**src/rtl/stack_pkg.sv**
```systemverilog
// stack_pkg: shared definitions for the stack-machine sequencer.
//   - opcode constants (instr[31:26]) and ALU operation codes
//   - FSM state enum
//   - decode helpers used by the sequencer
package stack_pkg;

    localparam int unsigned OPC_W = 6;
    localparam int unsigned ALU_W = 4;

    localparam logic [OPC_W-1:0] OP_HALT = 6'd0;
    localparam logic [OPC_W-1:0] OP_PUSH = 6'd1;
    localparam logic [OPC_W-1:0] OP_POP  = 6'd2;
    localparam logic [OPC_W-1:0] OP_ADD  = 6'd3;
    localparam logic [OPC_W-1:0] OP_OR   = 6'd4;
    localparam logic [OPC_W-1:0] OP_SUB  = 6'd5;
    localparam logic [OPC_W-1:0] OP_SLT  = 6'd6;
    localparam logic [OPC_W-1:0] OP_NOR  = 6'd7;

    localparam logic [ALU_W-1:0] ALU_NONE = 4'd0;
    localparam logic [ALU_W-1:0] ALU_ADD  = 4'd3;
    localparam logic [ALU_W-1:0] ALU_OR   = 4'd4;
    localparam logic [ALU_W-1:0] ALU_SUB  = 4'd5;
    localparam logic [ALU_W-1:0] ALU_SLT  = 4'd6;
    localparam logic [ALU_W-1:0] ALU_NOR  = 4'd7;

    typedef enum logic [3:0] {
        S_IDLE,
        S_FETCH,
        S_DECODE,
        S_IMM,
        S_RD_B,
        S_RD_A,
        S_EXEC,
        S_HALT,
        S_ERR
    } state_e;

    // True for the two-operand ALU opcodes.
    function automatic logic is_alu_op(input logic [OPC_W-1:0] op);
        return (op >= OP_ADD) && (op <= OP_NOR);
    endfunction

    // ALU code driven for an opcode; zero for non-ALU opcodes.
    function automatic logic [ALU_W-1:0] alu_code(input logic [OPC_W-1:0] op);
        case (op)
            OP_ADD:  return ALU_ADD;
            OP_OR:   return ALU_OR;
            OP_SUB:  return ALU_SUB;
            OP_SLT:  return ALU_SLT;
            OP_NOR:  return ALU_NOR;
            default: return ALU_NONE;
        endcase
    endfunction

endpackage

```
**src/rtl/stack_sequencer_if.sv**
```systemverilog
// stack_sequencer_if: bundle between the sequencer and its environment
// (instruction memory, stack RAM, ALU, control/status).
//   master: sequencer side (drives pc, stack strobes, ALU operands, status)
//   slave : environment side (drives start, instr, stk_rdata, alu_y)
interface stack_sequencer_if #(
    parameter int unsigned DEPTH  = 16,
    parameter int unsigned DATA_W = 32,
    parameter int unsigned PC_W   = 8
);
    localparam int unsigned AW = $clog2(DEPTH);

    logic              start;
    logic [31:0]       instr;
    logic [PC_W-1:0]   pc;
    logic              stk_we;
    logic              stk_re;
    logic [AW-1:0]     stk_addr;
    logic [DATA_W-1:0] stk_wdata;
    logic [DATA_W-1:0] stk_rdata;
    logic [3:0]        alu_op;
    logic [DATA_W-1:0] alu_a;
    logic [DATA_W-1:0] alu_b;
    logic [DATA_W-1:0] alu_y;
    logic [AW:0]       sp;
    logic              busy;
    logic              halted;
    logic              err;

    modport master (
        input  start, instr, stk_rdata, alu_y,
        output pc, stk_we, stk_re, stk_addr, stk_wdata,
               alu_op, alu_a, alu_b, sp, busy, halted, err
    );

    modport slave (
        output start, instr, stk_rdata, alu_y,
        input  pc, stk_we, stk_re, stk_addr, stk_wdata,
               alu_op, alu_a, alu_b, sp, busy, halted, err
    );

endinterface

```
**src/rtl/stack_ptr.sv**
```systemverilog
// stack_ptr: stack depth register with clear/inc/dec and occupancy flags.
//   clock, reset : clock, async active-high reset
//   clear/inc/dec: update requests, clear has priority, then inc, then dec
//   sp           : current depth, wraps modulo 2*DEPTH
//   full_c/empty_c/lt2_c : combinational flags decoded from sp
module stack_ptr #(
    parameter int unsigned DEPTH = 16
) (
    input  logic                     clock,
    input  logic                     reset,
    input  logic                     clear,
    input  logic                     inc,
    input  logic                     dec,
    output logic [$clog2(DEPTH):0]   sp,
    output logic                     full_c,
    output logic                     empty_c,
    output logic                     lt2_c
);
    localparam int unsigned SP_W = $clog2(DEPTH) + 1;

    // Depth register.
    always_ff @(posedge clock or posedge reset) begin
        if (reset) begin
            sp <= '0;
        end else if (clear) begin
            sp <= '0;
        end else if (inc) begin
            sp <= sp + SP_W'(1);
        end else if (dec) begin
            sp <= sp - SP_W'(1);
        end
    end

    assign full_c  = (sp == SP_W'(DEPTH));
    assign empty_c = (sp == '0);
    assign lt2_c   = (sp < SP_W'(2));

endmodule

```
**src/rtl/stack_sequencer.sv**
```systemverilog
// stack_sequencer: multi-cycle fetch/decode/execute sequencer for the
// stack-machine datapath. Owns pc and sp, drives stack RAM and ALU.
//   clock, reset : clock, async active-high reset
//   bus (master) : start/instr in, pc out, stack RAM strobes/address/data,
//                  ALU op/operands/result, sp, busy/halted/err status
// Build option STACK_GUARD_EN: when defined, stack overflow/underflow at
// DECODE enters ERR without touching the stack; otherwise sp simply wraps.
// Illegal opcodes enter ERR in either build.
module stack_sequencer
    import stack_pkg::*;
#(
    parameter int unsigned DEPTH  = 16,
    parameter int unsigned DATA_W = 32,
    parameter int unsigned PC_W   = 8
) (
    input  logic              clock,
    input  logic              reset,
    stack_sequencer_if.master bus
);
    localparam int unsigned AW   = $clog2(DEPTH);
    localparam int unsigned SP_W = AW + 1;

    state_e              state_q, state_n;
    logic [PC_W-1:0]     pc_q, pc_n;
    logic [OPC_W-1:0]    ir_q, ir_n;
    logic [DATA_W-1:0]   a_q, a_n;
    logic [DATA_W-1:0]   b_q, b_n;

    logic                sp_inc, sp_dec, sp_clr;
    logic [SP_W-1:0]     sp;
    logic                full_c, empty_c, lt2_c;
    logic                push_blk_c, pop_blk_c, alu_blk_c;

    // Stack strobes are registered one state ahead so they are valid for
    // the whole state they belong to.
    logic                we_q, we_n;
    logic                re_q, re_n;
    logic [AW-1:0]       addr_q, addr_n;
    logic [DATA_W-1:0]   wdata_q, wdata_n;
    logic [ALU_W-1:0]    alu_op_q;
    logic                busy_q, halted_q, err_q;

    stack_ptr #(.DEPTH(DEPTH)) u_stack_ptr (
        .clock   (clock),
        .reset   (reset),
        .clear   (sp_clr),
        .inc     (sp_inc),
        .dec     (sp_dec),
        .sp      (sp),
        .full_c  (full_c),
        .empty_c (empty_c),
        .lt2_c   (lt2_c)
    );

`ifdef STACK_GUARD_EN
    assign push_blk_c = full_c;
    assign pop_blk_c  = empty_c;
    assign alu_blk_c  = lt2_c;
`else
    logic unused_flags;
    assign unused_flags = ^{full_c, empty_c, lt2_c};
    assign push_blk_c   = 1'b0;
    assign pop_blk_c    = 1'b0;
    assign alu_blk_c    = 1'b0;
`endif

    // Next-state, datapath and look-ahead output decode.
    always_comb begin
        state_n = state_q;
        pc_n    = pc_q;
        ir_n    = ir_q;
        a_n     = a_q;
        b_n     = b_q;
        sp_inc  = 1'b0;
        sp_dec  = 1'b0;
        sp_clr  = 1'b0;
        we_n    = 1'b0;
        re_n    = 1'b0;
        addr_n  = '0;
        wdata_n = '0;

        case (state_q)
            S_IDLE, S_HALT: begin
                if (bus.start) begin
                    pc_n    = '0;
                    sp_clr  = 1'b1;
                    state_n = S_FETCH;
                end
            end
            S_FETCH: begin
                ir_n    = bus.instr[31:26];
                pc_n    = pc_q + PC_W'(1);
                state_n = S_DECODE;
                // Top-of-stack read must be on the bus during DECODE.
                if (is_alu_op(bus.instr[31:26]) && !alu_blk_c) begin
                    re_n   = 1'b1;
                    addr_n = AW'(sp - SP_W'(1));
                end
            end
            S_DECODE: begin
                case (ir_q)
                    OP_HALT: state_n = S_HALT;
                    OP_PUSH: begin
                        if (push_blk_c) begin
                            state_n = S_ERR;
                        end else begin
                            // pc already points at the immediate word.
                            state_n = S_IMM;
                            we_n    = 1'b1;
                            addr_n  = AW'(sp);
                            wdata_n = DATA_W'(bus.instr);
                        end
                    end
                    OP_POP: begin
                        if (pop_blk_c) begin
                            state_n = S_ERR;
                        end else begin
                            sp_dec  = 1'b1;
                            state_n = S_FETCH;
                        end
                    end
                    OP_ADD, OP_OR, OP_SUB, OP_SLT, OP_NOR: begin
                        if (alu_blk_c) begin
                            state_n = S_ERR;
                        end else begin
                            state_n = S_RD_B;
                            re_n    = 1'b1;
                            addr_n  = AW'(sp - SP_W'(2));
                        end
                    end
                    default: state_n = S_ERR;
                endcase
            end
            S_IMM: begin
                sp_inc  = 1'b1;
                pc_n    = pc_q + PC_W'(1);
                state_n = S_FETCH;
            end
            S_RD_B: begin
                b_n     = bus.stk_rdata;
                state_n = S_RD_A;
            end
            S_RD_A: begin
                a_n     = bus.stk_rdata;
                state_n = S_EXEC;
                we_n    = 1'b1;
                addr_n  = AW'(sp - SP_W'(2));
            end
            S_EXEC: begin
                sp_dec  = 1'b1;
                state_n = S_FETCH;
            end
            S_ERR:   state_n = S_ERR;
            default: state_n = S_IDLE;
        endcase
    end

    // State, datapath and registered outputs.
    always_ff @(posedge clock or posedge reset) begin
        if (reset) begin
            state_q  <= S_IDLE;
            pc_q     <= '0;
            ir_q     <= '0;
            a_q      <= '0;
            b_q      <= '0;
            we_q     <= 1'b0;
            re_q     <= 1'b0;
            addr_q   <= '0;
            wdata_q  <= '0;
            alu_op_q <= '0;
            busy_q   <= 1'b0;
            halted_q <= 1'b0;
            err_q    <= 1'b0;
        end else begin
            state_q  <= state_n;
            pc_q     <= pc_n;
            ir_q     <= ir_n;
            a_q      <= a_n;
            b_q      <= b_n;
            we_q     <= we_n;
            re_q     <= re_n;
            addr_q   <= addr_n;
            wdata_q  <= wdata_n;
            alu_op_q <= alu_code(ir_n);
            busy_q   <= (state_n != S_IDLE) && (state_n != S_HALT) && (state_n != S_ERR);
            halted_q <= (state_n == S_HALT);
            err_q    <= (state_n == S_ERR);
        end
    end

    assign bus.pc        = pc_q;
    assign bus.stk_we    = we_q;
    assign bus.stk_re    = re_q;
    assign bus.stk_addr  = addr_q;
    // The ALU is combinational, so its result is written through in EXEC.
    assign bus.stk_wdata = (state_q == S_EXEC) ? bus.alu_y : wdata_q;
    assign bus.alu_op    = alu_op_q;
    assign bus.alu_a     = a_q;
    assign bus.alu_b     = b_q;
    assign bus.sp        = sp;
    assign bus.busy      = busy_q;
    assign bus.halted    = halted_q;
    assign bus.err       = err_q;

endmodule

```
**src/flat_wrapper.sv**
```systemverilog
// flat-port wrapper written by rule: the top's interface ports become plain ports
module stack_sequencer_flat import stack_pkg::*;
#(
    parameter int unsigned DEPTH  = 16,
    parameter int unsigned DATA_W = 32,
    parameter int unsigned PC_W   = 8
)
  (clock, reset, bus_start, bus_instr, bus_stk_rdata, bus_alu_y, bus_pc, bus_stk_we, bus_stk_re, bus_stk_addr, bus_stk_wdata, bus_alu_op, bus_alu_a, bus_alu_b, bus_sp, bus_busy, bus_halted, bus_err);
  stack_sequencer_if #(.DEPTH(DEPTH), .DATA_W(DATA_W), .PC_W(PC_W)) bus_i ();
  input  logic clock;
  input  logic reset;
  input wire logic [$bits(bus_i.start)-1:0] bus_start;
  input wire logic [$bits(bus_i.instr)-1:0] bus_instr;
  input wire logic [$bits(bus_i.stk_rdata)-1:0] bus_stk_rdata;
  input wire logic [$bits(bus_i.alu_y)-1:0] bus_alu_y;
  output wire logic [$bits(bus_i.pc)-1:0] bus_pc;
  output wire logic [$bits(bus_i.stk_we)-1:0] bus_stk_we;
  output wire logic [$bits(bus_i.stk_re)-1:0] bus_stk_re;
  output wire logic [$bits(bus_i.stk_addr)-1:0] bus_stk_addr;
  output wire logic [$bits(bus_i.stk_wdata)-1:0] bus_stk_wdata;
  output wire logic [$bits(bus_i.alu_op)-1:0] bus_alu_op;
  output wire logic [$bits(bus_i.alu_a)-1:0] bus_alu_a;
  output wire logic [$bits(bus_i.alu_b)-1:0] bus_alu_b;
  output wire logic [$bits(bus_i.sp)-1:0] bus_sp;
  output wire logic [$bits(bus_i.busy)-1:0] bus_busy;
  output wire logic [$bits(bus_i.halted)-1:0] bus_halted;
  output wire logic [$bits(bus_i.err)-1:0] bus_err;
  assign bus_i.start = bus_start;
  assign bus_i.instr = bus_instr;
  assign bus_i.stk_rdata = bus_stk_rdata;
  assign bus_i.alu_y = bus_alu_y;
  assign bus_pc = bus_i.pc;
  assign bus_stk_we = bus_i.stk_we;
  assign bus_stk_re = bus_i.stk_re;
  assign bus_stk_addr = bus_i.stk_addr;
  assign bus_stk_wdata = bus_i.stk_wdata;
  assign bus_alu_op = bus_i.alu_op;
  assign bus_alu_a = bus_i.alu_a;
  assign bus_alu_b = bus_i.alu_b;
  assign bus_sp = bus_i.sp;
  assign bus_busy = bus_i.busy;
  assign bus_halted = bus_i.halted;
  assign bus_err = bus_i.err;
  stack_sequencer #(.DEPTH(DEPTH), .DATA_W(DATA_W), .PC_W(PC_W)) u_core (.clock(clock), .reset(reset), .bus(bus_i));
endmodule
```
**config.mk**
```make
export PLATFORM = sky130hd
export DESIGN_NAME = stack_sequencer_flat
export DESIGN_NICKNAME = d
export VERILOG_FILES = /design/src/rtl/stack_pkg.sv /design/src/rtl/stack_sequencer_if.sv /design/src/rtl/stack_ptr.sv /design/src/rtl/stack_sequencer.sv /design/src/flat_wrapper.sv
export SDC_FILE = /design/constraint.sdc
export NUM_CORES = 1
export LEC_CHECK = 0
export CAP_MARGIN = 25
export CORE_MARGIN = 3
export CORE_UTILIZATION = 35
export CTS_BUF_LIST = sky130_fd_sc_hd__clkbuf_4 sky130_fd_sc_hd__clkbuf_8 sky130_fd_sc_hd__clkbuf_16
export DETAILED_ROUTE_END_ITERATION = 6
export MAX_ROUTING_LAYER = met4
export PLACE_DENSITY = 0.66
export RECOVER_POWER = 25
export SYNTH_ARGS = -nofsm -noshare
export SYNTH_HDL_FRONTEND = slang
export SYNTH_HIERARCHICAL = 1
export SYNTH_SLANG_ARGS = --single-unit
```
**constraint.sdc**
```tcl
create_clock -name clock -period 7.35 [get_ports clock]
set_clock_uncertainty 0.05 [all_clocks]
set_input_delay 1.8375 -clock clock [delete_from_list [all_inputs] [get_ports clock]]
set_output_delay 1.8375 -clock clock [all_outputs]
set_load 0.05 [all_outputs]
```
# After elaboration in Yosys (flattened, before gate mapping)
# Index checks and enable logic that the tools add are counted.
# classes
n_addsub,4
n_mul,0
n_div,0
order_cmp,2
eq_ne,25
n_shift,0
mux,26
bitwise_logic,0
n_reduce_logical,13
# op_table
cell,count
32-bit two-way mux,3
"6-bit by 3-bit equality test with 1-bit output, second input constant",8
4-bit one-hot mux with 7 select lines,1
"4-bit by 3-bit equality test with 1-bit output, second input constant",5
"6-bit by 2-bit equality test with 1-bit output, second input constant",3
4-bit one-hot mux with 4 select lines,1
8-bit one-hot mux with 2 select lines,1
5-bit two-way mux,3
3-bit one-hot mux with 5 select lines,1
4-bit one-hot mux with 3 select lines,1
"8-bit by 1-bit adder with 8-bit output, second input constant",1
"4-bit by 2-bit equality test with 1-bit output, second input constant",2
"4-bit equality test, second input constant",2
4-bit two-way mux,2
8-bit two-way mux,1
4-bit one-hot mux with 2 select lines,1
1-bit two-way mux,7
"6-bit by 1-bit equality test with 1-bit output, second input constant",1
"6-bit by 2-bit greater-or-equal comparator with 1-bit output, second input constant",1
"6-bit by 3-bit <= comparator with 1-bit output, second input constant",1
6-bit logical NOT,1
6-bit two-way mux,1
1-bit one-hot mux with 2 select lines,3
2-bit OR reduction,3
other kinds (14),16
# word_totals
reg_bits,131
latch_bits,0
mem_bits_rw,0
mem_bits_ro,0
in_bits,99
out_inout_bits,122
elab_cells,84
n_memories,0

# Depth between registers and ports, before layout
# logic_depth
ltp_word,7
mapped_depth,9
depth_no_buf,7

# Modules after synthesis
# The synthesis kept the hierarchy.
# by_module_without_submodules
mod,n_inst,cells_per_inst,area_each_um2,seq_area_each_um2
stack_sequencer,1,396,5327.6,3153.0
stack_ptr,1,44,396.6,125.1

# Least setup slack after synthesis
# OpenSTA, ideal clock, no wires.
# synth_timing
path_type,input -> output
start,input bus_alu_y[0]
end,output bus_stk_wdata[0]
t_arrival_ns,2.212
required_ns,5.463
path_slack_ns,3.250
path_stages,1
n_path_buf,0
cell_sequence,mux2_2
# synth_between
elab_chain_len,1
# synth_lines
item,line,rtl
"start, declared",flat_wrapper.sv:15,input wire logic [$bits(bus_i.alu_y)-1:0] bus_alu_y;
32-bit two-way mux,stack_sequencer.sv:196,assign bus.stk_wdata = (state_q == S_EXEC) ? bus.alu_y : wdata_q;
"end, declared",flat_wrapper.sv:20,output wire logic [$bits(bus_i.stk_wdata)-1:0] bus_stk_wdata;
# No other way between the ends.

# Worst setup path after layout
# layout_timing
start,input bus_alu_y[27]
end,output bus_stk_wdata[27]
# Same word-level chain as after synthesis.

==> flow_metrics.py <==
metrics = {
    "run_status": {
        "status": "completed",
    },
    "global_route": {
        "grt_usage_pct": 17.7,
        "top_usage_layer": "met2",
        "use_met1_pct": 21.4,
        "grt_pass1_wl_mm": 24.0,
        "grt_util_met2_pct": 27.6,
        "grt_max_degree": 66,
        "met3_usage_pct": 6.12,
        "grt_pass1_vias": 4441,
        "grt.overflow.total": 0,
        "antenna_found_initial": 0,
    },
    "detailed_routing": {
        "drc": 0,
        "viasPerCell": 4.83,
        "drt-pass1-iter-count": 6,
        "wl_per_cell_um": 17.0,
        "antenna_left": 0,
        "vias": 4267,
        "drtIter0Drc": 153,
        "wirelength_mm": 15.0,
    },
    "cts": {
        "numCtsBuffers": 17,
        "clock-sinks": 131,
        "clockBufferDepth": 2,
        "clk_pin_slew_ns": 0.05,
        "postCtsSetupBuffers": 0,
        "clk_latency_ns": 0.41,
        "cts-htree-levels": 4,
        "root_buffer": "clkbuf_16",
        "cts_hold_buf": 0,
        "tritoncts": "done",
        "post_cts_resized": 0,
    },
    "final_layout": {
        "synthToLayoutAreaGrowth_pct": 52.6,
        "multi_input_area_um2": 2260,
        "final-seq-area_um2": 3280,
        "drive_above_1_share_pct": 21.7,
        "finalNetCount": 763,
        "final.fill_count": 1384,
        "fin_area_um2": 8700,
        "antenna_cells": 0,
    },
    "sta": {
        "grt_setup_unrepaired": "no",
        "tns_ns": 0,
        "maxSlewHeadroom_pct": 39.5,
        "slew_violations": 0,
        "fmaxAchievable_ghz": 0.190,
        "finalSetupViolCount": 0,
        "period_needed_ns": 5.27,
        "fin_crit_sh_pct": 71.7,
        "worstMarginPinSlew_ns": 0.908,
        "hold_violations": 0,
        "fin_hold_ws_ns": 0.446,
    },
    "setup_path": {
        "reg2reg_to": "u_core/u_stack_ptr/sp[3]",
        "crit_path_end_kind": "output port",
        "critPathKind": "in -> out",
        "reg2reg_depth": 7,
        "reg2reg_from": "u_core/state_q[0]",
        "crit_required_ns": 5.46,
        "cp_max_fo": 1,
        "startpoint_type": "input port",
        "worstPathArrival_ns": 3.38,
        "r2r_slack_ns": 4.35,
    },
    "floorplanning": {
        "initial_utilization_pct": 35.9,
        "ios": 221,
        "dieHeight_um": 134,
        "die-area_um2": 17900,
        "core-area_um2": 15900,
        "die_x_um": 134,
        "rows": 46,
    },
    "yosys": {
        "synth.avg_cell_area_um2": 13.1,
        "synth_nets": 543,
        "yosysWarnings": 6,
        "synth_cells": 436,
        "synth.cell_area_um2": 5700,
    },
    "placement": {
        "place_congestion": 0.792,
        "placed_cell_area_um2": 8100,
        "post-dp-hpwl_mm": 11.0,
        "port_buffers": 219,
    },
    "power_and_ir_drop": {
        "p_total_mw": 3.85,
        "p_leak_nw": 3.79,
        "powerDensity_nw_per_um2": 443,
        "max-vdd-ir-drop_mv": 0.311,
    },
    "min_path": {
        "min_to": "u_core/bus.pc[7]",
        "hp-class": "reg -> reg",
        "min-delay-start": "u_core/bus.pc[7]",
        "min_path_cells": 1,
    },
    "run": {
        "maxCapViolCount": 0,
    },
}
==> worst max path at each step <==
stage,from,endpoint,slack [ns],cells after the start
floorplan,reset,u_core/bus.alu_a[0],2.11,1
global placement,bus_alu_y[27],bus_stk_wdata[27],2.06,3
detailed placement,bus_alu_y[27],bus_stk_wdata[27],2.07,3
CTS,bus_alu_y[27],bus_stk_wdata[27],2.06,3
global route,bus_alu_y[27],bus_stk_wdata[27],2.04,3
finish,bus_alu_y[27],bus_stk_wdata[27],2.08,3
==> sequential cells by signal, summed over array words and instances, names as in the netlist, 3 cells and up <==
signal                 cells
u_core/bus.stk_addr        4
u_core/wdata_q            32
u_core/ir_q                6
u_core/bus.alu_a          32
u_core/u_stack_ptr/sp      5
u_core/bus.pc              8
u_core/bus.alu_b          32
u_core/state_q             4
u_core/bus.alu_op          3
==> worst max-delay path, stage by stage <==
cell and delay, ns:
clkdlybuf4s50_1 0.49, mux2_2 0.16, clkdlybuf4s50_1 0.89
==> layout make-up <==
cell class | instances | area share [%]
flip-flops and latches | 131 | 37.7
multi-input cells | 267 | 25.9
repair buffers | 224 | 25.7
clock buffers | 25 | 5.80
well taps | 216 | 3.11
clock inverters | 5 | 1.15
inverters | 15 | 0.676
==> placed cells by master (no fill, tap or decap), drive strengths merged, types with 3 or more instances in the layout <==
cell,count
buf,5
a21oi,9
o21ai,9
nand3,12
bufinv,3
inv,15
dlygate4sd3,40
nor2,12
ha,7
nor3,12
clkdlybuf4s50,179
mux2i,4
nand2,11
nand2b,7
dfrtp,131
clkbuf,25
a211oi,3
o211ai,7
and2,35
nor2b,3
a21o,3
mux2,99
==> routing by layer <==
layer  up-vias  part of all wire [%]  wire length [µm]
met5         -                     0                 0
met3        20                   8.0              1200
met4         0                   2.2               328
met2       192                    47              7020
met1      2093                    43              6430
li1       1962                     -                 -
==> per-stage QoR <==
step / cells / setup slack [ns] / util, %
floorplan: 436 / 2.11 / -
global placement: 852 / 2.06 / 50.9
detailed placement: 853 / 2.07 / 51.0
CTS: 883 / 2.06 / 54.8
global route: 883 / 2.04 / 54.8
finish: 883 / 2.08 / 54.8
==> power by group <==
group | total (mW) | switching, mW | leakage, nW | internal [mW]
clock network | 0.863 | 0.289 | 0.304 | 0.574
logic | 1.85 | 1.17 | 1.81 | 0.684
registers | 1.14 | 0.178 | 1.68 | 0.964
No activity file was read; power rests on OpenSTA's default activity.
